File: src/rtl/hazard_stall_ctrl.sv
// Hazard/stall controller for the 5-stage pipeline: load-use stalls, ID redirects,
// instruction-fetch wait and multi-cycle mult/div occupancy of EX.
module hazard_stall_ctrl #(
  parameter int MD_LAT = 4,
  parameter int CNT_W  = 32
) (
  input  logic             clk,
  input  logic             rst_n,
  input  logic [4:0]       ID_RS,
  input  logic [4:0]       ID_RT,
  input  logic             ID_USES_RS,
  input  logic             ID_USES_RT,
  input  logic             ID_MD_START,
  input  logic             EX_MEMREAD,
  input  logic [4:0]       EX_RT,
  input  logic             REDIRECT,
  input  logic             IMEM_READY,
  output logic             PC_WR,
  output logic             IF_ID_WR,
  output logic             IF_ID_FLUSH,
  output logic             ID_EX_WR,
  output logic             ID_EX_BUBBLE,
  output logic             EX_MEM_BUBBLE,
  output logic             MD_BUSY,
  output logic [CNT_W-1:0] STALL_CNT
);

  typedef enum logic {RUN, MD_WAIT} state_t;

  // With MD_LAT==1 the unit finishes in the normal EX slot and never blocks.
  localparam logic       MD_MULTI = (MD_LAT > 1);
  localparam logic [3:0] MD_INIT  = 4'(MD_LAT - 1);

  state_t     state, state_nxt;
  logic [3:0] md_cnt, md_cnt_nxt;
  logic       lu;
  logic       rs_hit, rt_hit;

  // r0 is hardwired, so a load into r0 can never create a real dependency.
  assign rs_hit = ID_USES_RS && (ID_RS == EX_RT);
  assign rt_hit = ID_USES_RT && (ID_RT == EX_RT);
  assign lu     = EX_MEMREAD && (EX_RT != 5'd0) && (rs_hit || rt_hit);

  // NOTE: every output gets a default first so no path can leave one unassigned
  // and infer a latch.
  always_comb begin
    PC_WR         = 1'b0;
    IF_ID_WR      = 1'b0;
    IF_ID_FLUSH   = 1'b0;
    ID_EX_WR      = 1'b0;
    ID_EX_BUBBLE  = 1'b0;
    EX_MEM_BUBBLE = 1'b0;
    MD_BUSY       = 1'b0;
    if (rst_n) begin
      unique case (state)
        RUN: begin
          ID_EX_WR = 1'b1;
          if (lu) begin
            ID_EX_BUBBLE = 1'b1;
          end else if (REDIRECT) begin
            PC_WR       = 1'b1;
            IF_ID_WR    = 1'b1;
            IF_ID_FLUSH = 1'b1;
          end else if (!IMEM_READY) begin
            IF_ID_WR    = 1'b1;
            IF_ID_FLUSH = 1'b1;
          end else begin
            PC_WR    = 1'b1;
            IF_ID_WR = 1'b1;
          end
        end
        MD_WAIT: begin
          EX_MEM_BUBBLE = 1'b1;
          MD_BUSY       = 1'b1;
        end
        default: ;
      endcase
    end
  end

  always_comb begin
    state_nxt  = state;
    md_cnt_nxt = md_cnt;
    unique case (state)
      RUN: begin
        if (ID_MD_START && !lu && MD_MULTI) begin
          state_nxt  = MD_WAIT;
          md_cnt_nxt = MD_INIT;
        end
      end
      MD_WAIT: begin
        // Exit at 1 rather than 0 so the 4-bit counter never underflows.
        md_cnt_nxt = md_cnt - 4'd1;
        if (md_cnt == 4'd1) state_nxt = RUN;
      end
      default: state_nxt = RUN;
    endcase
  end

  // NOTE: sequential state uses non-blocking assignments only, so every register
  // samples the values from before the edge.
  always_ff @(posedge clk or negedge rst_n) begin
    if (!rst_n) begin
      state  <= RUN;
      md_cnt <= 4'd0;
    end else begin
      state  <= state_nxt;
      md_cnt <= md_cnt_nxt;
    end
  end

  // Counts cycles where the PC did not advance; saturates instead of wrapping.
  always_ff @(posedge clk or negedge rst_n) begin
    if (!rst_n) begin
      STALL_CNT <= '0;
    end else if (!PC_WR && (STALL_CNT != {CNT_W{1'b1}})) begin
      STALL_CNT <= STALL_CNT + CNT_W'(1);
    end
  end

endmodule

File: config.mk
export PLATFORM = sky130hd
export DESIGN_NAME = hazard_stall_ctrl
export DESIGN_NICKNAME = d
export VERILOG_FILES = /design/src/rtl/hazard_stall_ctrl.sv
export SDC_FILE = /design/constraint.sdc
export NUM_CORES = 1
export LEC_CHECK = 0
export ABC_AREA = 1
export CORE_UTILIZATION = 31
export CTS_BUF_LIST = sky130_fd_sc_hd__clkbuf_2
export DETAILED_ROUTE_END_ITERATION = 8
export PLACE_DENSITY = 0.61
export REMOVE_ABC_BUFFERS = 1
export SLEW_MARGIN = 20
export SYNTH_ARGS = -nofsm -noshare
export SYNTH_HDL_FRONTEND = slang
export SYNTH_SLANG_ARGS = --single-unit
File: constraint.sdc
create_clock -name clk -period 4.67 [get_ports clk]
set_input_delay 1.401 -clock clk [delete_from_list [all_inputs] [get_ports clk]]
set_output_delay 1.401 -clock clk [all_outputs]
set_load 0.1 [all_outputs]
==> results.cfg, run 1 <==
[status]
outcome = finished, final reports clean

[pwr]
report.power.total_uw = 1300
power.static_leakage_uw = 0.00171
ir_drop_mv = 0.213
power.density_cell_area_mw_per_mm2 = 367

[die]
core_rows = 33
core-area_sq_mm = 0.00838
die_width_um = 95.8
die_height_um = 95.8
effective_utilization_at_floorplan_pct = 32.6
num_io_pins = 62
die-area_sq_mm = 0.00919

[worst_setup_path]
arrival_time_of_the_worst_setup_path_ns = 2.99
worstReg2RegEnd = STALL_CNT[15]
crit_path_start_kind = input port
timing.setup.critical_path_class = in2out
cp-end-kind = output pin
reg2reg_from = STALL_CNT[0]
count_of_cells_along_the_worst_register_to_register_path = 9
critical_path_required_ns = 3.27
critPathMaxFanout = 5
timing.reg2reg.setup_slack_ns = 2.36

[global_route]
grt.overflow.total = 0
via_count_of_the_first_global_routing_pass = 2771
pin_count_of_the_biggest_net_entering_global_routing = 38
grt_first_pass_wirelength_mm = 13.0
global_route.usage.total_pct = 18.2
grt_antenna_before_repair = 0

[place]
portBuffers = 61
placed_area_sq_mm = 0.00350
detailed_place_hpwl_mm = 5.82
routabilityCongestion = 0.858

[cells_and_area]
multi_input_comb_area_sq_mm = 0.00156
finish.net_count = 529
layout.cell_area.non_filler_sq_mm = 0.00353
drive_gt1_share_pct = 4.37
number_of_fill_cells_in_the_layout = 905
syn_to_final_growth_pct = 29.4
diodes = 0
sequential_cell_area_in_the_final_layout_sq_um = 926

[logic_synthesis]
async_reset_ff_share_pct = 100
synth_area_leader_cell = sky130_fd_sc_hd__dfrtp_1
synth_area_leaders = sky130_fd_sc_hd__dfrtp_1 (34%), sky130_fd_sc_hd__nand2_1 (27%), sky130_fd_sc_hd__nand3_1 (8.6%), sky130_fd_sc_hd__inv_1 (6.6%), sky130_fd_sc_hd__nor2_1 (6.5%)
ys.warnings.count = 0
netlist-cell-type-count = 22
syn_inst = 443
yosys_register_bits = 37
syn_area_per_cell_sq_um = 6.16
synth.top_cell.area_share_pct = 33.9
netlist_area_sq_mm = 0.00273
ys_seq_area_share_pct = 33.9
synth_ff_type = sky130_fd_sc_hd__dfrtp_1
synth_edf_count = 0

[timing]
rsz0062_at_grt = false
setup_viol = 0
relative_slew_margins_pct = 33.8
maxSlewViolCount = 0
final_min_period_over_clock_period_pct = 94.0
post-route-min-period_ns = 4.39
final_hold_viol_count = 0
timing_worst_slew_pin_value_ns = 0.990
timing.fmax_mhz = 228
timing.clock.skew_ns = 0.0120
totalNegativeSetupSlack_ns = 0

[detailed_routing]
num_vias = 2859
detail_route.iter0.violations = 167
ant_nets = 0
route.detailed.wl_per_inst_um = 12.6
route.detailed.vias_per_inst = 4.70
remaining_drc_errors = 0
route.final.wire_length_mm = 7.64
dr.pass1.iters = 4

[min_path]
number_of_cells_traversed_by_the_worst_hold_path = 2
hold_path_end = STALL_CNT[31]
min-delay-start = STALL_CNT[31]
worstHoldPathType = reg2reg

[cts]
clk_transition_reported_paths_ns = 0.18
clock_tree.htree_level_count = 2
cts.root.buffer_cell = sky130_fd_sc_hd__clkbuf_2
tritoncts = built
clock_insertion_delay_worst_skew_ns = 0.39
cts_inserted_buffers = 5
holdBufCountCts = 0
cts_repair_resize_count = 0
cts.path.max_buffers = 2
post_cts_setup_buffer_count = 0
clkSinkCount = 37

[run]
max_cap_violations = 0
[layer usage]
metal / vias to the layer above / routed length (um) / track usage (%)
met5: - / 0 / 0
met4: 0 / 129 / 5.35
met3: 10 / 243 / 3.00
met2: 47 / 3780 / 32.3
met1: 1306 / 3490 / 22.7
li1: 1496 / - / -
[where the power goes]
part,total [uW],leakage (uW),internal [uW],switching (uW)
Clock,144,0.0000265,35.0,109
Combinational,712,0.00119,203,509
Sequential,441,0.000497,371,70.2
Total,1300,0.00171,609,688
[cell usage after synthesis, types with 3 or more instances]
cell type,instances
sky130_fd_sc_hd__xor2_1,14
sky130_fd_sc_hd__o21ai_0,5
sky130_fd_sc_hd__nand3b_1,7
sky130_fd_sc_hd__nand4_1,4
sky130_fd_sc_hd__ha_1,3
sky130_fd_sc_hd__nor3_1,13
sky130_fd_sc_hd__nand2_1,195
sky130_fd_sc_hd__nor4_1,4
sky130_fd_sc_hd__buf_4,4
sky130_fd_sc_hd__nand3_1,47
sky130_fd_sc_hd__buf_2,4
sky130_fd_sc_hd__clkbuf_1,3
sky130_fd_sc_hd__dfrtp_1,37
sky130_fd_sc_hd__nor2_1,47
sky130_fd_sc_hd__inv_1,48
[cells by family after synthesis]
| family | synth area share (%) |
|---|---|
| AND/OR/NAND/NOR | 49.6 |
| buffers and inverters | 8.85 |
| flip-flops | 33.9 |
| XOR/XNOR | 5.13 |
| AO/OA/AOI/OAI | 1.10 |
| adder cells (fa/ha/maj) | 1.38 |
[sequential cells by signal, summed over array words and instances, names as in the netlist]
| register | count |
|---|---|
| STALL_CNT | 32 |
| md_cnt | 4 |
| state | 1 |
[worst max-delay path by stage]
stage / start / end / slack, ns / cells past startpoint
after detailed placement: EX_RT[4] / ID_EX_BUBBLE / 0.28 / 10
after CTS: EX_RT[4] / ID_EX_BUBBLE / 0.27 / 10
after floorplan: rst_n / PC_WR / -1.48 / 4
after global placement: EX_RT[1] / ID_EX_BUBBLE / 0.33 / 10
final: EX_RT[4] / ID_EX_BUBBLE / 0.28 / 10
after global routing: EX_RT[0] / IF_ID_FLUSH / 0.14 / 9
[critical path: stages]
cell	delay, ns
sky130_fd_sc_hd__clkdlybuf4s50_1	0.52
sky130_fd_sc_hd__inv_1	0.07
sky130_fd_sc_hd__nand2_1	0.06
sky130_fd_sc_hd__nand2_1	0.05
sky130_fd_sc_hd__nor2_1	0.11
sky130_fd_sc_hd__nand3_1	0.08
sky130_fd_sc_hd__nand2_1	0.07
sky130_fd_sc_hd__nand2_1	0.10
sky130_fd_sc_hd__nor3_1	0.30
sky130_fd_sc_hd__buf_12	0.22
[cell type report]
type                       count  share of cell area (%)
tap                          105                    3.72
timing repair buffer          64                    19.8
sequential                    37                    26.2
clock inverter                 1                   0.106
clock buffer                   6                   0.850
inverter                      48                    5.10
multi-input combinational    347                    44.2
[per-stage QoR]
step	utilization [%]	worst slack [ns]	hold slack (ns)	instances
detailed placement	41.7	0.284	0.523	601
finish	42.1	0.280	0.563	608
global placement	41.7	0.334	0.507	601
floorplan	-	-1.48	0.521	432
CTS	42.1	0.271	0.565	608
global route	42.1	0.142	0.625	608
[cell usage in the layout, fill, tap and decap left out]
cell type | synthesis | final
sky130_fd_sc_hd__nand2_1 | 195 | 195
sky130_fd_sc_hd__clkdlybuf4s50_1 | 0 | 53
sky130_fd_sc_hd__inv_1 | 48 | 48
sky130_fd_sc_hd__nor2_1 | 47 | 47
sky130_fd_sc_hd__nand3_1 | 47 | 47
sky130_fd_sc_hd__dfrtp_1 | 37 | 37
sky130_fd_sc_hd__xor2_1 | 14 | 14
sky130_fd_sc_hd__nor3_1 | 13 | 13
sky130_fd_sc_hd__nand3b_1 | 7 | 7
sky130_fd_sc_hd__buf_12 | 0 | 7
sky130_fd_sc_hd__clkbuf_2 | 0 | 6
sky130_fd_sc_hd__o21ai_0 | 5 | 5
sky130_fd_sc_hd__nand4_1 | 4 | 4
sky130_fd_sc_hd__nor4_1 | 4 | 4
sky130_fd_sc_hd__ha_1 | 3 | 3
sky130_fd_sc_hd__buf_4 | 4 | 3
sky130_fd_sc_hd__xnor2_1 | 2 | 2
sky130_fd_sc_hd__or2_2 | 1 | 1
sky130_fd_sc_hd__a21oi_1 | 1 | 1
sky130_fd_sc_hd__nand3_2 | 1 | 1
sky130_fd_sc_hd__nor2_4 | 1 | 1
sky130_fd_sc_hd__nor3_2 | 1 | 1
sky130_fd_sc_hd__nand2_2 | 1 | 1
sky130_fd_sc_hd__clkinv_1 | 0 | 1
sky130_fd_sc_hd__buf_2 | 4 | 1
(Power assumes the default switching activity.)
==> inputs of run 2 (changes only) <==
CORE_ASPECT_RATIO = 0.5   (was unset)
==> run 2 against run 1 <==
Effect of this change:
- first-iteration DRC count rose by 42%
- cell count rose by 1.2%
- worst setup slack improved by 0.030 ns
- flip-flop and latch count did not move
- clock power barely moved
- critical path depth did not move
- critical endpoint unchanged
- global-route usage fell by 1.1 points
- utilization rose by 0.73 points
- sequential power barely moved
- combinational power fell by 1%
- register-to-register slack got worse by 0.98 ns
- critical path type unchanged
==> results.cfg, run 2 (synthesis results as in run 1) <==
[min_path]
hold_path_end = STALL_CNT[31]
worstHoldPathType = reg2reg
number_of_cells_traversed_by_the_worst_hold_path = 2
min-delay-start = STALL_CNT[31]

[detailed_routing]
detail_route.iter0.violations = 237
ant_nets = 0
route.final.wire_length_mm = 7.28
remaining_drc_errors = 0
num_vias = 2845
route.detailed.vias_per_inst = 4.63
route.detailed.wl_per_inst_um = 11.8
dr.pass1.iters = 5

[worst_setup_path]
crit_path_start_kind = input port
worstReg2RegEnd = STALL_CNT[6]
critical_path_required_ns = 3.27
count_of_cells_along_the_worst_register_to_register_path = 9
arrival_time_of_the_worst_setup_path_ns = 2.96
timing.reg2reg.setup_slack_ns = 1.38
cpPeakStageDelay_ns = 0.50
critPathMaxFanout = 5
crit_path_cells = clkdlybuf4s50_1 > inv_1 > nand2_1 > nand2_1 > nor2_1 > nand3_1 > nand2_1 > nand2_1 > nor3_1 > buf_12
crit_top_cell = sky130_fd_sc_hd__nand2_1
cp-end-kind = output pin
reg2reg_from = STALL_CNT[0]
timing.setup.critical_path_class = in2out
cp_slowest_cell = sky130_fd_sc_hd__clkdlybuf4s50_1

[cells_and_area]
drive_gt1_share_pct = 4.37
largest_registers_in_the_final_layout = STALL_CNT (32), md_cnt (4), state (1)
diodes = 0
syn_to_final_growth_pct = 29.7
layout.cell_area.non_filler_sq_mm = 0.00354
largest-register = STALL_CNT
layout.cells.most_common = sky130_fd_sc_hd__nand2_1
layout.cells.most_common_list = sky130_fd_sc_hd__nand2_1 (195), sky130_fd_sc_hd__clkdlybuf4s50_1 (53), sky130_fd_sc_hd__inv_1 (48)
largest_register_ff_count = 32
number_of_fill_cells_in_the_layout = 834
layout.cells.non_filler = 615
finish.net_count = 529

[cts]
tritoncts = built
cts_repair_resize_count = 0
clkSinkCount = 37
cts.path.max_buffers = 2
clock_tree.htree_level_count = 2
clk_transition_reported_paths_ns = 0.19
cts_inserted_buffers = 5
post_cts_setup_buffer_count = 0
holdBufCountCts = 0
cts.root.buffer_cell = sky130_fd_sc_hd__clkbuf_2
clock_insertion_delay_worst_skew_ns = 0.39

[die]
num_io_pins = 62
effective_utilization_at_floorplan_pct = 33.1
die_height_um = 68.4
core_rows = 23
core-area_sq_mm = 0.00826
die-area_sq_mm = 0.00921
die_width_um = 135

[pwr]
power.density_cell_area_mw_per_mm2 = 363
ir_drop_mv = 0.255
report.power.total_uw = 1290
power.static_leakage_uw = 0.00171

[run]
max_cap_violations = 0

[timing]
relative_slew_margins_pct = 33.4
setup_viol = 0
final_min_period_over_clock_period_pct = 93.4
maxSlewViolCount = 0
post-route-min-period_ns = 4.36
holdWs_ns = 0.566
rsz0062_at_grt = false
timing_worst_slew_pin_value_ns = 0.996
timing.fmax_mhz = 229
final_hold_viol_count = 0
timing.clock.skew_ns = 0.0114

[place]
placed_cells = 608
detailed_place_hpwl_mm = 5.49
routabilityCongestion = 0.914
placed_area_sq_mm = 0.00351
portBuffers = 61

[global_route]
via_count_of_the_first_global_routing_pass = 2563
grt_first_pass_wirelength_mm = 12.3
grt.overflow.total = 0
grt_antenna_before_repair = 0
pin_count_of_the_biggest_net_entering_global_routing = 39
global_route.usage.total_pct = 17.1

[status]
outcome = finished, final reports clean
[run 2: cell counts in the layout (fill, tap and decap cells not counted)]
Identical to the previous run, type by type.
[run 2: cell type report]
| class | count | area (sq um) | area share [%] |
|---|---|---|---|
| clock inverter | 1 | 3.75 | 0.106 |
| sequential | 37 | 926 | 26.1 |
| multi-input combinational | 347 | 1560 | 44.1 |
| clock buffer | 6 | 30.0 | 0.848 |
| inverter | 48 | 180 | 5.09 |
| tap | 112 | 140 | 3.96 |
| timing repair buffer | 64 | 698 | 19.7 |
[run 2: critical path, delay by kind of cell]
family                 cells  cell delay [ns]
buffers and inverters      3             0.80
AND/OR/NAND/NOR            7             0.76
[run 2: where the power goes]
group	internal [uW]	leakage [uW]	total (uW)	switching [uW]
logic	202	0.00119	704	501
registers	371	0.000497	439	68.4
clock network	35.0	0.0000265	143	108
total	608	0.00171	1290	678
[run 2: metrics by stage]
stage	setup TNS, ns	utilization [%]	setup WS, ns
6_report	0	42.9	0.310
5_1_grt	0	42.9	0.131
3_5_place_dp	0	42.5	0.285
4_1_cts	0	42.9	0.287
3_3_place_gp	0	42.5	0.325
2_1_floorplan	-3.71	-	-1.48
[run 2: layer usage]
metal	global-route usage [%]	part of all wire [%]
met5	0	0
met4	4.21	0.97
met3	3.41	7.3
met2	26.9	42
met1	24.1	50
[run 2: how the worst max path moves through the flow]
stage          startpoint            to  slack (ns)  cells past startpoint
5_1_grt          EX_RT[4]  ID_EX_BUBBLE        0.13                     10
6_report         EX_RT[1]  ID_EX_BUBBLE        0.31                     10
2_1_floorplan       rst_n         PC_WR       -1.48                      4
4_1_cts          EX_RT[1]  ID_EX_BUBBLE        0.29                     10
3_5_place_dp     EX_RT[1]  ID_EX_BUBBLE        0.28                     10
3_3_place_gp     EX_RT[1]  ID_EX_BUBBLE        0.33                     10
==> inputs of run 3 (changes only) <==
CORE_ASPECT_RATIO = unset   (was 0.5)
CORE_UTILIZATION = 44   (was 31)
PLACE_DENSITY = 0.78   (was 0.61)
==> run 3 against run 2 <==
Effect of this change:
- routed wire length decreased by 5.4%
- fmax decreased by 0.83%
- critical path type unchanged
- combinational power decreased by 0.7%
- non-clock buffer count unchanged
- count of clock-buffer cells in the layout unchanged
- final area decreased by 1.1%
==> results.cfg, run 3 (synthesis results as in run 1) <==
[cts]
clk_transition_reported_paths_ns = 0.21
cts.path.max_buffers = 2
clkSinkCount = 37
cts_repair_resize_count = 0
cts_inserted_buffers = 5
clock_tree.htree_level_count = 2
tritoncts = built
clock_insertion_delay_worst_skew_ns = 0.40
post_cts_setup_buffer_count = 0
cts.root.buffer_cell = sky130_fd_sc_hd__clkbuf_2
holdBufCountCts = 0

[min_path]
worstHoldPathType = reg2reg

[die]
die-area_sq_mm = 0.00652
die_height_um = 80.8
die_width_um = 80.8
effective_utilization_at_floorplan_pct = 45.8
core-area_sq_mm = 0.00596
core_rows = 28
num_io_pins = 62

[cells_and_area]
largest_registers_in_the_final_layout = STALL_CNT (32), md_cnt (4), state (1)
largest-register = STALL_CNT
finish.net_count = 529
layout.cells.most_common_list = sky130_fd_sc_hd__nand2_1 (195), sky130_fd_sc_hd__clkdlybuf4s50_1 (53), sky130_fd_sc_hd__inv_1 (48)
number_of_fill_cells_in_the_layout = 572
final_core_utilization_pct = 58.8
layout.cells.most_common = sky130_fd_sc_hd__nand2_1
diodes = 0
largest_register_ff_count = 32
syn_to_final_growth_pct = 28.2
drive_gt1_share_pct = 4.76

[global_route]
grt.overflow.total = 0
global_route.usage.total_pct = 23.4
grt_antenna_before_repair = 0
pin_count_of_the_biggest_net_entering_global_routing = 39
grt_first_pass_wirelength_mm = 11.7
via_count_of_the_first_global_routing_pass = 2637

[timing]
timing.clock.skew_ns = 0.0161
timing_worst_slew_pin_value_ns = 0.979
setup_viol = 0
final_hold_viol_count = 0
timing.fmax_mhz = 227
rsz0062_at_grt = false
maxSlewViolCount = 0
holdWs_ns = 0.559
post-route-min-period_ns = 4.40
relative_slew_margins_pct = 34.5
final_min_period_over_clock_period_pct = 94.1

[detailed_routing]
num_vias = 2877
route.detailed.wl_per_inst_um = 11.9
route.final.wire_length_mm = 6.89
remaining_drc_errors = 0
dr.pass1.iters = 4
detail_route.iter0.violations = 162
route.detailed.vias_per_inst = 4.97
ant_nets = 0

[worst_setup_path]
reg2reg_from = STALL_CNT[0]
path_delay_family = buffers and inverters
crit_path_cells = clkdlybuf4s50_1 > inv_1 > nand2_1 > nand2_1 > nor2_1 > nand3_1 > nand2_1 > nand2_1 > nor3_1 > buf_12
cp-end-kind = output pin
crit_top_cell = sky130_fd_sc_hd__nand2_1
critical_path_cell_count = 10
crit_path_start_kind = input port
cpPeakStageDelay_ns = 0.51
buffer_and_inverter_count_on_the_worst_path = 3
worstSetupEndpoint = ID_EX_BUBBLE
crit_path_start = EX_RT[1]
worstReg2RegEnd = STALL_CNT[11]
critPathMaxFanout = 5
timing.reg2reg.setup_slack_ns = 2.37
timing.setup.critical_path_class = in2out
arrival_time_of_the_worst_setup_path_ns = 3.00
cp_slowest_cell = sky130_fd_sc_hd__clkdlybuf4s50_1
critical_path_required_ns = 3.27
count_of_cells_along_the_worst_register_to_register_path = 9

[place]
routabilityCongestion = 0.887
portBuffers = 61
detailed_place_hpwl_mm = 5.35

[status]
outcome = finished, final reports clean

[pwr]
ir_drop_mv = 0.342
power.static_leakage_uw = 0.00172
power.density_cell_area_mw_per_mm2 = 369

[run]
max_cap_violations = 0
[run 3: cell type report]
type                       count  area (sq um)  area share [%]
tap                           75          93.8            2.68
sequential                    37           926            26.4
multi-input combinational    347          1560            44.6
clock buffer                   6          30.0           0.858
inverter                      48           180            5.15
timing repair buffer          64           698            19.9
clock inverter                 2          10.0           0.286
[run 3: where the power goes]
group | total, uW | internal (uW) | switching, uW
combinational | 699 | 203 | 497
clock | 151 | 37.6 | 114
sequential | 440 | 371 | 68.7
total | 1290 | 611 | 679
[run 3: per-stage QoR]
stage	total power (uW)	std cells	instance area (sq um)	setup TNS [ns]	setup WS [ns]
after CTS	1300	579	3500	0	0.285
after global placement	1140	571	3460	0	0.335
after detailed placement	1150	571	3460	0	0.284
after global routing	1370	579	3500	0	0.174
final	1290	579	3500	0	0.273
after floorplan	938	432	2670	-3.71	-1.48
[run 3: routing by layer]
metal / vias up / global-route usage (%) / part of all wire (%)
li1: 1496 / - / -
met3: 18 / 3.82 / 3.5
met1: 1287 / 29.8 / 47
met4: 0 / 9.64 / 3.1
met5: - / 0 / 0
met2: 76 / 39.4 / 47
[run 3: worst register-to-register path: stages, from the launching register on]
cell	delay, ns
sky130_fd_sc_hd__dfrtp_1	0.49
sky130_fd_sc_hd__ha_1	0.32
sky130_fd_sc_hd__nand3_2	0.20
sky130_fd_sc_hd__nor2_4	0.18
sky130_fd_sc_hd__nand2_1	0.08
sky130_fd_sc_hd__nor3_2	0.19
sky130_fd_sc_hd__nand3_1	0.14
sky130_fd_sc_hd__nand2_2	0.45
sky130_fd_sc_hd__nand2_1	0.12
sky130_fd_sc_hd__nand2_1	0.08
[run 3: worst min-delay path by stage]
stage / startpoint / end / slack [ns] / cells after the start
after floorplan: md_cnt[3] / md_cnt[3] / 0.52 / 4
after global placement: STALL_CNT[31] / STALL_CNT[31] / 0.51 / 2
after detailed placement: STALL_CNT[31] / STALL_CNT[31] / 0.52 / 2
after CTS: STALL_CNT[8] / STALL_CNT[8] / 0.56 / 2
after global routing: STALL_CNT[7] / STALL_CNT[7] / 0.60 / 2
final: STALL_CNT[31] / STALL_CNT[31] / 0.56 / 2
